`config.mk`:
```
export PLATFORM = sky130hd
export DESIGN_NAME = exp_share_arbiter_flat
export DESIGN_NICKNAME = d
export VERILOG_FILES = /design/src/rtl/exp_share_arbiter_if.sv /design/src/rtl/exp_share_arbiter.sv /design/src/flat_wrapper.sv
export SDC_FILE = /design/constraint.sdc
export NUM_CORES = 1
export LEC_CHECK = 0
export ABC_AREA = 1
export CORE_MARGIN = 10
export CORE_UTILIZATION = 30
export CTS_BUF_LIST = sky130_fd_sc_hd__clkbuf_2 sky130_fd_sc_hd__clkbuf_4 sky130_fd_sc_hd__clkbuf_8
export CTS_CLUSTER_SIZE = 24
export DETAILED_ROUTE_END_ITERATION = 8
export GPL_TIMING_DRIVEN = 0
export SKIP_CTS_REPAIR_TIMING = 1
export SLEW_MARGIN = 20
export SYNTH_ARGS = -nofsm -noshare
export SYNTH_HDL_FRONTEND = slang
export SYNTH_SLANG_ARGS = --single-unit
export TNS_END_PERCENT = 5
```
`constraint.sdc`:
```
create_clock -name clock -period 1.9 [get_ports clock]
set_input_delay 0.38 -clock clock [delete_from_list [all_inputs] [get_ports clock]]
set_output_delay 0.38 -clock clock [all_outputs]
set_load 0.02 [all_outputs]
```
`src/rtl/exp_share_arbiter_if.sv`:
```
// Requester-side bundle for the shared exp arbiter.
// Master is the lane side, slave is the arbiter.
interface exp_share_arbiter_if #(
  parameter int NUM_REQ = 4,
  parameter int DATA_W  = 8
);
  logic [NUM_REQ-1:0]        req_valid;
  logic [NUM_REQ*DATA_W-1:0] req_data;
  logic [NUM_REQ-1:0]        req_ready;
  logic [NUM_REQ-1:0]        rsp_valid;
  logic [NUM_REQ*DATA_W-1:0] rsp_data;
  logic [NUM_REQ-1:0]        rsp_ready;

  modport master (
    output req_valid,
    output req_data,
    output rsp_ready,
    input  req_ready,
    input  rsp_valid,
    input  rsp_data
  );

  modport slave (
    input  req_valid,
    input  req_data,
    input  rsp_ready,
    output req_ready,
    output rsp_valid,
    output rsp_data
  );
endinterface

```
`src/rtl/exp_share_arbiter.sv`:
```
// Round-robin share of one fixed-latency exp unit
// between NUM_REQ lanes, with per-lane result slots.
module exp_share_arbiter #(
  parameter int NUM_REQ = 4,
  parameter int DATA_W  = 8,
  parameter int EXP_LAT = 2
) (
  input  logic                 clock,
  input  logic                 resetn,
  exp_share_arbiter_if.slave   bus,
  output logic [DATA_W-1:0]    exp_in,
  input  logic [DATA_W-1:0]    exp_out,
  output logic                 idle
);

  localparam int IW = (NUM_REQ > 1) ? $clog2(NUM_REQ) : 1;

  typedef struct packed {
    logic          vld;
    logic [IW-1:0] tag;
  } tag_t;

  logic [NUM_REQ-1:0]        busy;
  logic [NUM_REQ-1:0]        elig;
  logic [NUM_REQ-1:0]        gnt;
  logic [NUM_REQ-1:0]        drain;
  logic [NUM_REQ-1:0]        rsp_valid_q;
  logic [NUM_REQ*DATA_W-1:0] rsp_data_q;
  logic [IW-1:0]             last;
  logic [IW-1:0]             gidx;
  logic                      found;
  logic [DATA_W-1:0]         gdata;

  // stage 0 tracks exp_in; stage EXP_LAT lines up with exp_out
  tag_t pipe [EXP_LAT+1];

  assign elig  = bus.req_valid & ~busy;
  assign drain = rsp_valid_q & bus.rsp_ready;

  always_comb begin : scan
    int j;
    j     = 0;
    found = 1'b0;
    gidx  = '0;
    for (int k = 1; k <= NUM_REQ; k++) begin
      j = int'(last) + k;
      if (j >= NUM_REQ) j = j - NUM_REQ;
      if (!found && elig[j]) begin
        found = 1'b1;
        gidx  = IW'(j);
      end
    end
  end

  always_comb begin
    gnt   = '0;
    gdata = '0;
    for (int i = 0; i < NUM_REQ; i++) begin
      if (found && gidx == IW'(i)) begin
        gnt[i] = 1'b1;
        gdata  = bus.req_data[i*DATA_W +: DATA_W];
      end
    end
  end

  assign bus.req_ready = gnt;
  assign bus.rsp_valid = rsp_valid_q;
  assign bus.rsp_data  = rsp_data_q;
  assign idle          = ~|busy;

  always_ff @(posedge clock or negedge resetn) begin
    if (!resetn) begin
      busy   <= '0;
      last   <= IW'(NUM_REQ - 1);
      exp_in <= '0;
    end else begin
      busy <= (busy & ~drain) | gnt;
      if (found) begin
        last   <= gidx;
        exp_in <= gdata;
      end
    end
  end

  always_ff @(posedge clock or negedge resetn) begin
    if (!resetn) begin
      for (int s = 0; s <= EXP_LAT; s++) pipe[s] <= '0;
    end else begin
      pipe[0] <= '{vld: found, tag: gidx};
      for (int s = 1; s <= EXP_LAT; s++) pipe[s] <= pipe[s-1];
    end
  end

  // slot t is empty whenever tag t emerges, so capture never meets drain
  always_ff @(posedge clock or negedge resetn) begin
    if (!resetn) begin
      rsp_valid_q <= '0;
      rsp_data_q  <= '0;
    end else begin
      for (int i = 0; i < NUM_REQ; i++) begin
        if (pipe[EXP_LAT].vld && pipe[EXP_LAT].tag == IW'(i)) begin
          rsp_valid_q[i]                  <= 1'b1;
          rsp_data_q[i*DATA_W +: DATA_W]  <= exp_out;
        end else if (drain[i]) begin
          rsp_valid_q[i] <= 1'b0;
        end
      end
    end
  end

endmodule

```
`src/flat_wrapper.sv`:
```
// flat-port wrapper written by rule: the top's interface ports become plain ports
module exp_share_arbiter_flat 
#(
  parameter int NUM_REQ = 4,
  parameter int DATA_W  = 8,
  parameter int EXP_LAT = 2
)
  (clock, resetn, exp_in, exp_out, idle, bus_req_valid, bus_req_data, bus_rsp_ready, bus_req_ready, bus_rsp_valid, bus_rsp_data);
  exp_share_arbiter_if #(.NUM_REQ(NUM_REQ), .DATA_W(DATA_W)) bus_i ();
  input  logic clock;
  input  logic resetn;
  output logic [DATA_W-1:0] exp_in;
  input  logic [DATA_W-1:0] exp_out;
  output logic idle;
  input wire logic [$bits(bus_i.req_valid)-1:0] bus_req_valid;
  input wire logic [$bits(bus_i.req_data)-1:0] bus_req_data;
  input wire logic [$bits(bus_i.rsp_ready)-1:0] bus_rsp_ready;
  output wire logic [$bits(bus_i.req_ready)-1:0] bus_req_ready;
  output wire logic [$bits(bus_i.rsp_valid)-1:0] bus_rsp_valid;
  output wire logic [$bits(bus_i.rsp_data)-1:0] bus_rsp_data;
  assign bus_i.req_valid = bus_req_valid;
  assign bus_i.req_data = bus_req_data;
  assign bus_i.rsp_ready = bus_rsp_ready;
  assign bus_req_ready = bus_i.req_ready;
  assign bus_rsp_valid = bus_i.rsp_valid;
  assign bus_rsp_data = bus_i.rsp_data;
  exp_share_arbiter #(.NUM_REQ(NUM_REQ), .DATA_W(DATA_W), .EXP_LAT(EXP_LAT)) u_core (.clock(clock), .resetn(resetn), .bus(bus_i), .exp_in(exp_in), .exp_out(exp_out), .idle(idle));
endmodule
```
==> results_tabular.tex <==
\begin{tabular}{lr}
\hline
Metric & Value \\
\hline
\multicolumn{2}{l}{\textbf{Routing}} \\
\quad Vias/cell & 4.48 \\
\quad Total vias in the final route & 2627 \\
\quad Average routed wire per standard cell & 15.1 um \\
\quad 1st-pass router iterations & 4 \\
\quad Number of remaining DRC errors & 0 \\
\quad DRC violation total after the first TritonRoute iteration & 150 \\
\quad Number of nets with antenna violations after detailed routing & 0 \\
\quad Wirelength, routed & just under 9000 um \\
\multicolumn{2}{l}{\textbf{Final layout}} \\
\quad Final core area utilization & 0.491 \\
\quad Area occupied by multi-input gates & around 1300 um\^{}2 \\
\quad Register cell area after layout & 1480 um\^{}2 \\
\quad Net count reported at finish & around 500 \\
\quad Total inserted antenna cells & 0 \\
\quad Share of layout cells above drive strength 1 & 0.221 \\
\quad Fill cell count & around 900 \\
\quad Final instance count without filler cells & 587 \\
\quad Layout overhead on the synthesized area & 59.1\% \\
\multicolumn{2}{l}{\textbf{Floorplanning}} \\
\quad Die area & approximately 14000 um\^{}2 \\
\quad Vertical die dimension & 118 um \\
\quad Number of cell rows & 35 \\
\quad Initial cell density of the core & 0.309 \\
\quad Core ar. & around 9300 um\^{}2 \\
\quad Die outline width & 118 um \\
\quad IO Count & approximately 100 \\
\multicolumn{2}{l}{\textbf{CTS}} \\
\quad Max H-tree Level & 3 \\
\quad Clock buffers created by TritonCTS & 9 \\
\quad Buffer levels on the longest clock path & 2 \\
\quad Sinks on the clock net & 59 \\
\quad Worst skew pair latency & about 330 ps \\
\quad Root buffer cell & clkbuf\_8 \\
\quad CTS tree & built \\
\quad Reg clk slew, reported paths & $\sim$70 ps \\
\multicolumn{2}{l}{\textbf{Yosys}} \\
\quad Synth Warn \# & 0 \\
\quad Distinct cell type count after synthesis & 28 \\
\quad Cell types occupying the most area after synthesis & dfrtp\_1, nand2\_1, nand3\_1, o21ai\_0, nand3\_2 \\
\quad Syn Inst Count & around 320 \\
\quad Average cell area after synthesis & 8.87 um\^{}2 \\
\quad Area leader, netlist & dfrtp\_1 \\
\quad Cell area after synthesis & 2870 um\^{}2 \\
\quad Fraction of synthesized cell area taken by the top area cell type & 0.498 \\
\quad Sequential fraction of the synthesis area & 0.516 \\
\quad Number of synthesized register bits & 59 \\
\quad Synthesized net count & 373 \\
\multicolumn{2}{l}{\textbf{Placed design}} \\
\quad Final weighted congestion in routability-driven placement & roughly 0.84 \\
\quad Port Buffer Count & 98 \\
\quad Cell total after placement & 551 \\
\quad Detailed placement HPWL & 6460 um \\
\multicolumn{2}{l}{\textbf{Pwr}} \\
\quad Power density over the cells & approximately 2200 nW/um\^{}2 \\
\quad Peak VDD IR & 1.45 mV \\
\quad Leakage power & roughly 2.1 nW \\
\quad Post-layout power & 10.0 mW \\
\multicolumn{2}{l}{\textbf{Critical path}} \\
\quad Maximum fanout along the worst path & 10 \\
\quad Path depth of the worst reg2reg path & 17 \\
\quad Slowest CP cell & dfstp\_2 \\
\quad Type of the setup path with the least slack & reg2out \\
\quad Most prevalent standard cell on the critical path & nand3\_4 \\
\quad Dominant delay contributor by cell family on the critical path & simple AND/OR/NAND/NOR gates \\
\quad Count of cell instances traversed by the critical path & 14 \\
\quad Data required time of the worst path & about 1500 ps \\
\quad Buffers and inverters on the worst path & 6 \\
\quad Worst setup EP type & output pin \\
\quad Data arrival time of the critical path & approximately 2300 ps \\
\quad Crit start category & flip-flop \\
\quad Max incr delay on CP & 550 ps \\
\quad Worst path cell trace & buf\_8 > inv\_8 > nand3\_4 > nand3\_4 > nand2\_4 > nand2\_4 > nor2\_8 > nand3\_4 > nand2\_8 > clkinv\_8 > buf\_12 > nand2\_8 > inv\_2 > buf\_4 \\
\multicolumn{2}{l}{\textbf{STA}} \\
\quad Post-layout worst setup margin & -754 ps \\
\quad Final Skew & 11.9 ps \\
\quad Share of the clock period used by the worst path & 1.40 \\
\quad Normalized max-slew margin & 0.711 \\
\quad Number of setup violations in the final report & 15 \\
\quad Worst-margin pin slew & 434 ps \\
\quad Setup repair after global routing missed its margin & yes \\
\quad Min cycle time layout & 2650 ps \\
\quad Max frequency & 377 MHz \\
\quad Final number of hold-violating endpoints & 0 \\
\quad Count of final max-slew check failures & 0 \\
\multicolumn{2}{l}{\textbf{Worst hold path}} \\
\quad Instance count along the most critical hold path & 0 \\
\quad Worst hold path type & reg2reg \\
\multicolumn{2}{l}{\textbf{GRT}} \\
\quad Antenna violations before repair & 0 \\
\quad Combined global-route utilization of all metal layers & 0.124 \\
\quad Vias in the first global route & approximately 2.8k \\
\quad Wire length of the first global-routing pass & roughly 14000 um \\
\quad Largest net degree at the start of global routing & 35 \\
\quad GRT overflow & 0 \\
\multicolumn{2}{l}{\textbf{Job}} \\
\quad Max-cap violations & 0 \\
\multicolumn{2}{l}{\textbf{Outcome}} \\
\quad Status & finished with violations \\
\quad Violations in the final reports & setup timing \\
\hline
\end{tabular}
## Yosys cell counts
master    count
a21oi_1       6
or2_1         9
dfrtp_1      57
buf_4         1
nor2_1        5
nor2_8        2
nand2_8       1
nand2_2       7
inv_8         2
o21ai_0      37
buf_2         1
inv_1        30
nor2_2        1
or2_2         1
nand4_1       1
nand3_2      12
clkinv_1      1
clkinv_2      1
dfstp_2       2
nor4_1        1
nand3_1      37
inv_4         1
nand2_4       4
clkbuf_1      4
nand2_1      93
buf_6         2
nand3_4       3
buf_8         1
## layout make-up
cell class                      count  share of cell area
Tap cell                          129              0.0354
Sequential cell                    59               0.324
Buffer                              9              0.0170
Multi-Input combinational cell    220               0.282
Timing Repair Buffer              120               0.259
Clock buffer                       10              0.0302
Clock inverter                      5              0.0170
Inverter                           35              0.0351
## cells by family after synthesis
family	Yosys count	synth area share
AOI/OAI and AO/OA	43	0.0751
buffers and inverters	44	0.0751
and+or+nand+nor	177	0.334
DFF	59	0.516
## registers in the layout (all words and copies together), names as in the netlist
name,cells
u_core.pipe,9
u_core.exp_in,8
u_core.busy,4
u_core.last,2
u_core.bus.rsp_valid,4
u_core.bus.rsp_data,32
## path summary, 6_finish.rpt
path                                            startpoint                                 end  slack [ps]
max in group asynchronous                           resetn          u_core.last[0]$_DFFE_PN1P_         820
worst max-delay path            u_core.last[0]$_DFFE_PN1P_                    bus_req_ready[0]        -750
worst min-delay path              u_core.pipe[8]$_DFF_PN0_            u_core.pipe[5]$_DFF_PN0_         340
worst max register to register  u_core.last[0]$_DFFE_PN1P_        u_core.exp_in[6]$_DFFE_PN0P_        -380
min in group asynchronous                           resetn  u_core.bus.rsp_data[3]$_DFFE_PN0P_         510
worst min register to register    u_core.pipe[8]$_DFF_PN0_            u_core.pipe[5]$_DFF_PN0_         340
## report_power, final
| part | internal [mW] | leakage (nW) | switching, mW |
|---|---|---|---|
| combinational | 2.84 | 1.31 | 3.69 |
| clock | 0.762 | 0.108 | 0.491 |
| sequential | 1.92 | 0.711 | 0.339 |
## metal layers
layer,track usage,vias up,wire length [um]
met5,0,-,0
met4,0.0440,0,123
met3,0.0542,12,776
met2,0.186,101,3920
met1,0.153,1217,4030
li1,-,1297,-
## through the flow
step                      area, um^2  TNS, ps  hold slack, ps  worst slack (ps)
after detailed placement        4030    -9240             321             -1260
after global placement          4020   -92510             333             -1440
after global routing            4560    -7240             351              -867
final                           4560    -5430             345              -754
after CTS                       4250    -7680           -51.3             -1430
after floorplan                 2870     -588            84.4              -196
## layout by cell type, fill, tap and decap left out, types with 2 or more instances in the layout
cell type,instances
dfstp_2,2
nand2_4,8
nor2_4,2
dfrtp_1,57
nor2_1,3
a21oi_1,5
clkbuf_1,4
nand2_1,85
or2_1,9
nand3_1,33
nand2_8,2
buf_4,21
inv_1,28
nor2_8,2
inv_2,2
nand3_4,6
buf_12,2
clkinvlp_4,2
buf_6,5
clkinv_2,2
nand3_2,13
bufinv_16,2
clkbuf_8,10
inv_4,2
o21ai_0,37
clkdlybuf4s50_1,92
nand2_2,10
(Power assumes the default switching activity.)
==> edit (same flow settings) <==
Reset style: synchronous (`resetn`), changed in 3 clocked blocks.
--- a/src/rtl/exp_share_arbiter.sv
+++ b/src/rtl/exp_share_arbiter.sv
@@ -68,7 +68,7 @@
   assign bus.rsp_data  = rsp_data_q;
   assign idle          = ~|busy;
 
-  always_ff @(posedge clock or negedge resetn) begin
+  always_ff @(posedge clock) begin
     if (!resetn) begin
       busy   <= '0;
       last   <= IW'(NUM_REQ - 1);
@@ -82,7 +82,7 @@
     end
   end
 
-  always_ff @(posedge clock or negedge resetn) begin
+  always_ff @(posedge clock) begin
     if (!resetn) begin
       for (int s = 0; s <= EXP_LAT; s++) pipe[s] <= '0;
     end else begin
@@ -92,7 +92,7 @@
   end
 
   // slot t is empty whenever tag t emerges, so capture never meets drain
-  always_ff @(posedge clock or negedge resetn) begin
+  always_ff @(posedge clock) begin
     if (!resetn) begin
       rsp_valid_q <= '0;
       rsp_data_q  <= '0;
Check against the original RTL: differs if resetn is asserted again (counterexample within 4 cycles, from zero or initial values and one cycle with resetn low); with resetn held inactive, the same outputs for 4 cycles.
==> edit against the unedited design <==
The run still ends with negative setup slack left; cell area fell by 1.6%; worst setup slack improved by 0.19 ns; highest routed layer unchanged; critical path depth fell by 2; via count rose by 15%; routed wire length rose by 4.3%; sequential share of layout area fell by 6.0 points; first-iteration DRC count fell by 10%; count of clock-buffer cells in the layout rose by 2; hold slack improved by 0.065 ns; register-to-register slack improved by 0.08 ns; sequential cell count did not move; total power fell by 26%; synthesized area fell by 4.8%.
==> edit: results (changes against the unedited design) <==
STA
  • Max Slew Vio Count: 0 (unchanged)
  • # setup viols final: 15 (unchanged)
  • Slew @ Worst Pin: 0.5465 ns (+0.1124 ns)
  • Final worst slack: -0.5638 ns (+0.1903 ns)
  • Worst Clk Skew: 0.01242 ns (+0.0005617 ns)
  • Hold WS: 0.4100 ns (+0.06510 ns)
  • Setup_tns: -4.265 ns (+1.166 ns)

Placed design
  • HPWL Detailed: 6672 um (+3.2%)
  • Pre-CTS setup slack: -1.269 ns (-0.004390 ns)
  • Placed cells: 598 (+8.5%)
  • Dpl cell area: 0.003852 mm^2 (-4.5%)
  • GPL Wtd Cong: 0.8787 (+5.0%)

GRT
  • GRT Util Overall: 12.97% (+0.60 points)
  • Met2 Usage GRT: 18.81% (+0.24 points)
  • Largest net degree at the start of global routing: 11 (-69%)
  • First-pass GRT wire length: 14090 um (-0.63%)
  • Met1 global-route usage: 15.94% (+0.59 points)
  • Grt met3 use: 6.875% (+1.5 points)
  • Vias in the first global route: 2810 (+2.1%)

Synthesis
  • Syn nets: 442 (+18%)
  • Mean Syn Cell Area: 6.955 um^2 (-22%)
  • FFs w/ async S/R, synth: 0% (-100 points)
  • Synth Area in Compound Gates: 9.637% (+2.1 points)
  • Sequential-to-total area share from yosys stat: 43.32% (-8.3 points)
  • Commonest cells in the netlist: 89 x nand2_1, 59 x dfxtp_1, 57 x nor2_1
  • Ys flop type: dfxtp_1
  • Top cells by area, synth: dfxtp_1 43%, nand2_1 12%, nand3_1 9.0%, nor2_1 7.8%, o21ai_0 5.1%
  • Netlist cell types: 28 (unchanged)

Drt
  • DRT iter0 DRCs: 135 (-10%)
  • DRT Pass-1 Iters: 4 (unchanged)
  • Via density: 4.748 (+6.1%)
  • Met1 wire length: 4075 um (+1.1%)
  • Wire length per cell: 14.54 um (-3.6%)
  • Met3 WL: 1138 um (+47%)
  • Metal2 WL: 3854 um (-1.6%)

Power
  • Seq. pwr: 1.56 mW (-31%)
  • LEAKAGE: 2.041 nW (-3.9%)
  • VDD IR max: 0.9557 mV (-34%)
  • P_comb: 4.84 mW (-26%)
  • P_sw: 3.369 mW (-26%)
  • Sequential Power Share: 21.0% (-1.5 points)

Layout
  • # fillers: 838 (-7.2%)
  • Layout area overhead: 64.48%
  • Share of layout cells above drive strength 1: 20.30% (-1.7 points)
  • Layout Cells excl Fill: 635 (+8.2%)
  • Nets@finish: 572 (+13%)

Setup path
  • CP delay by family, top: simple AND/OR/NAND/NOR gates
  • Max incr delay on CP: 0.33 ns (-0.22 ns)
  • Crit path DAT: 2.08 ns (-0.19 ns)
  • Crit-path slowest cell: dfxtp_2
  • Internal reg-to-reg setup slack: -0.30 ns (+0.08 ns)

Clock tree
  • CTS buffer count: 9 (unchanged)
  • Clock Latency Late Sink: 0.34 ns
  • Clock slew at reported path FFs: 0.06 ns

Outcome
  • Status: complete, but fails checks
  • Failing checks: negative setup slack
==> edit: cell types whose count changed after synthesis, sizes merged, moves of 3 or more <==
cell and delta:
dfxtp +59, dfrtp -57, nor2 +51, a21oi +13, o21ai -8, inv +6
nand2 -5, clkinv +3, nor3 +3
==> edit: path summary, 6_finish.rpt <==
path,to,cells past startpoint,from
setup / recovery,bus_req_ready[1],12,u_core.last[0]$_SDFFE_PN1P_
hold / removal,u_core.pipe[0][8]$_SDFF_PN0_,2,u_core.pipe[0][5]$_SDFF_PN0_
setup reg to reg,u_core.exp_in[5]$_SDFFE_PN0P_,19,u_core.last[1]$_SDFFE_PN1P_
hold reg to reg,u_core.pipe[0][8]$_SDFF_PN0_,2,u_core.pipe[0][5]$_SDFF_PN0_
==> edit: final cells by class <==
class | count | share of cell area (%)
buffer | 11 | 1.869
clock buffer | 12 | 3.544
clock inverter | 4 | 0.5580
inverter | 44 | 4.241
multi-input combinational | 278 | 34.51
sequential | 59 | 26.45
tap | 108 | 3.013
timing repair buffer | 119 | 25.81
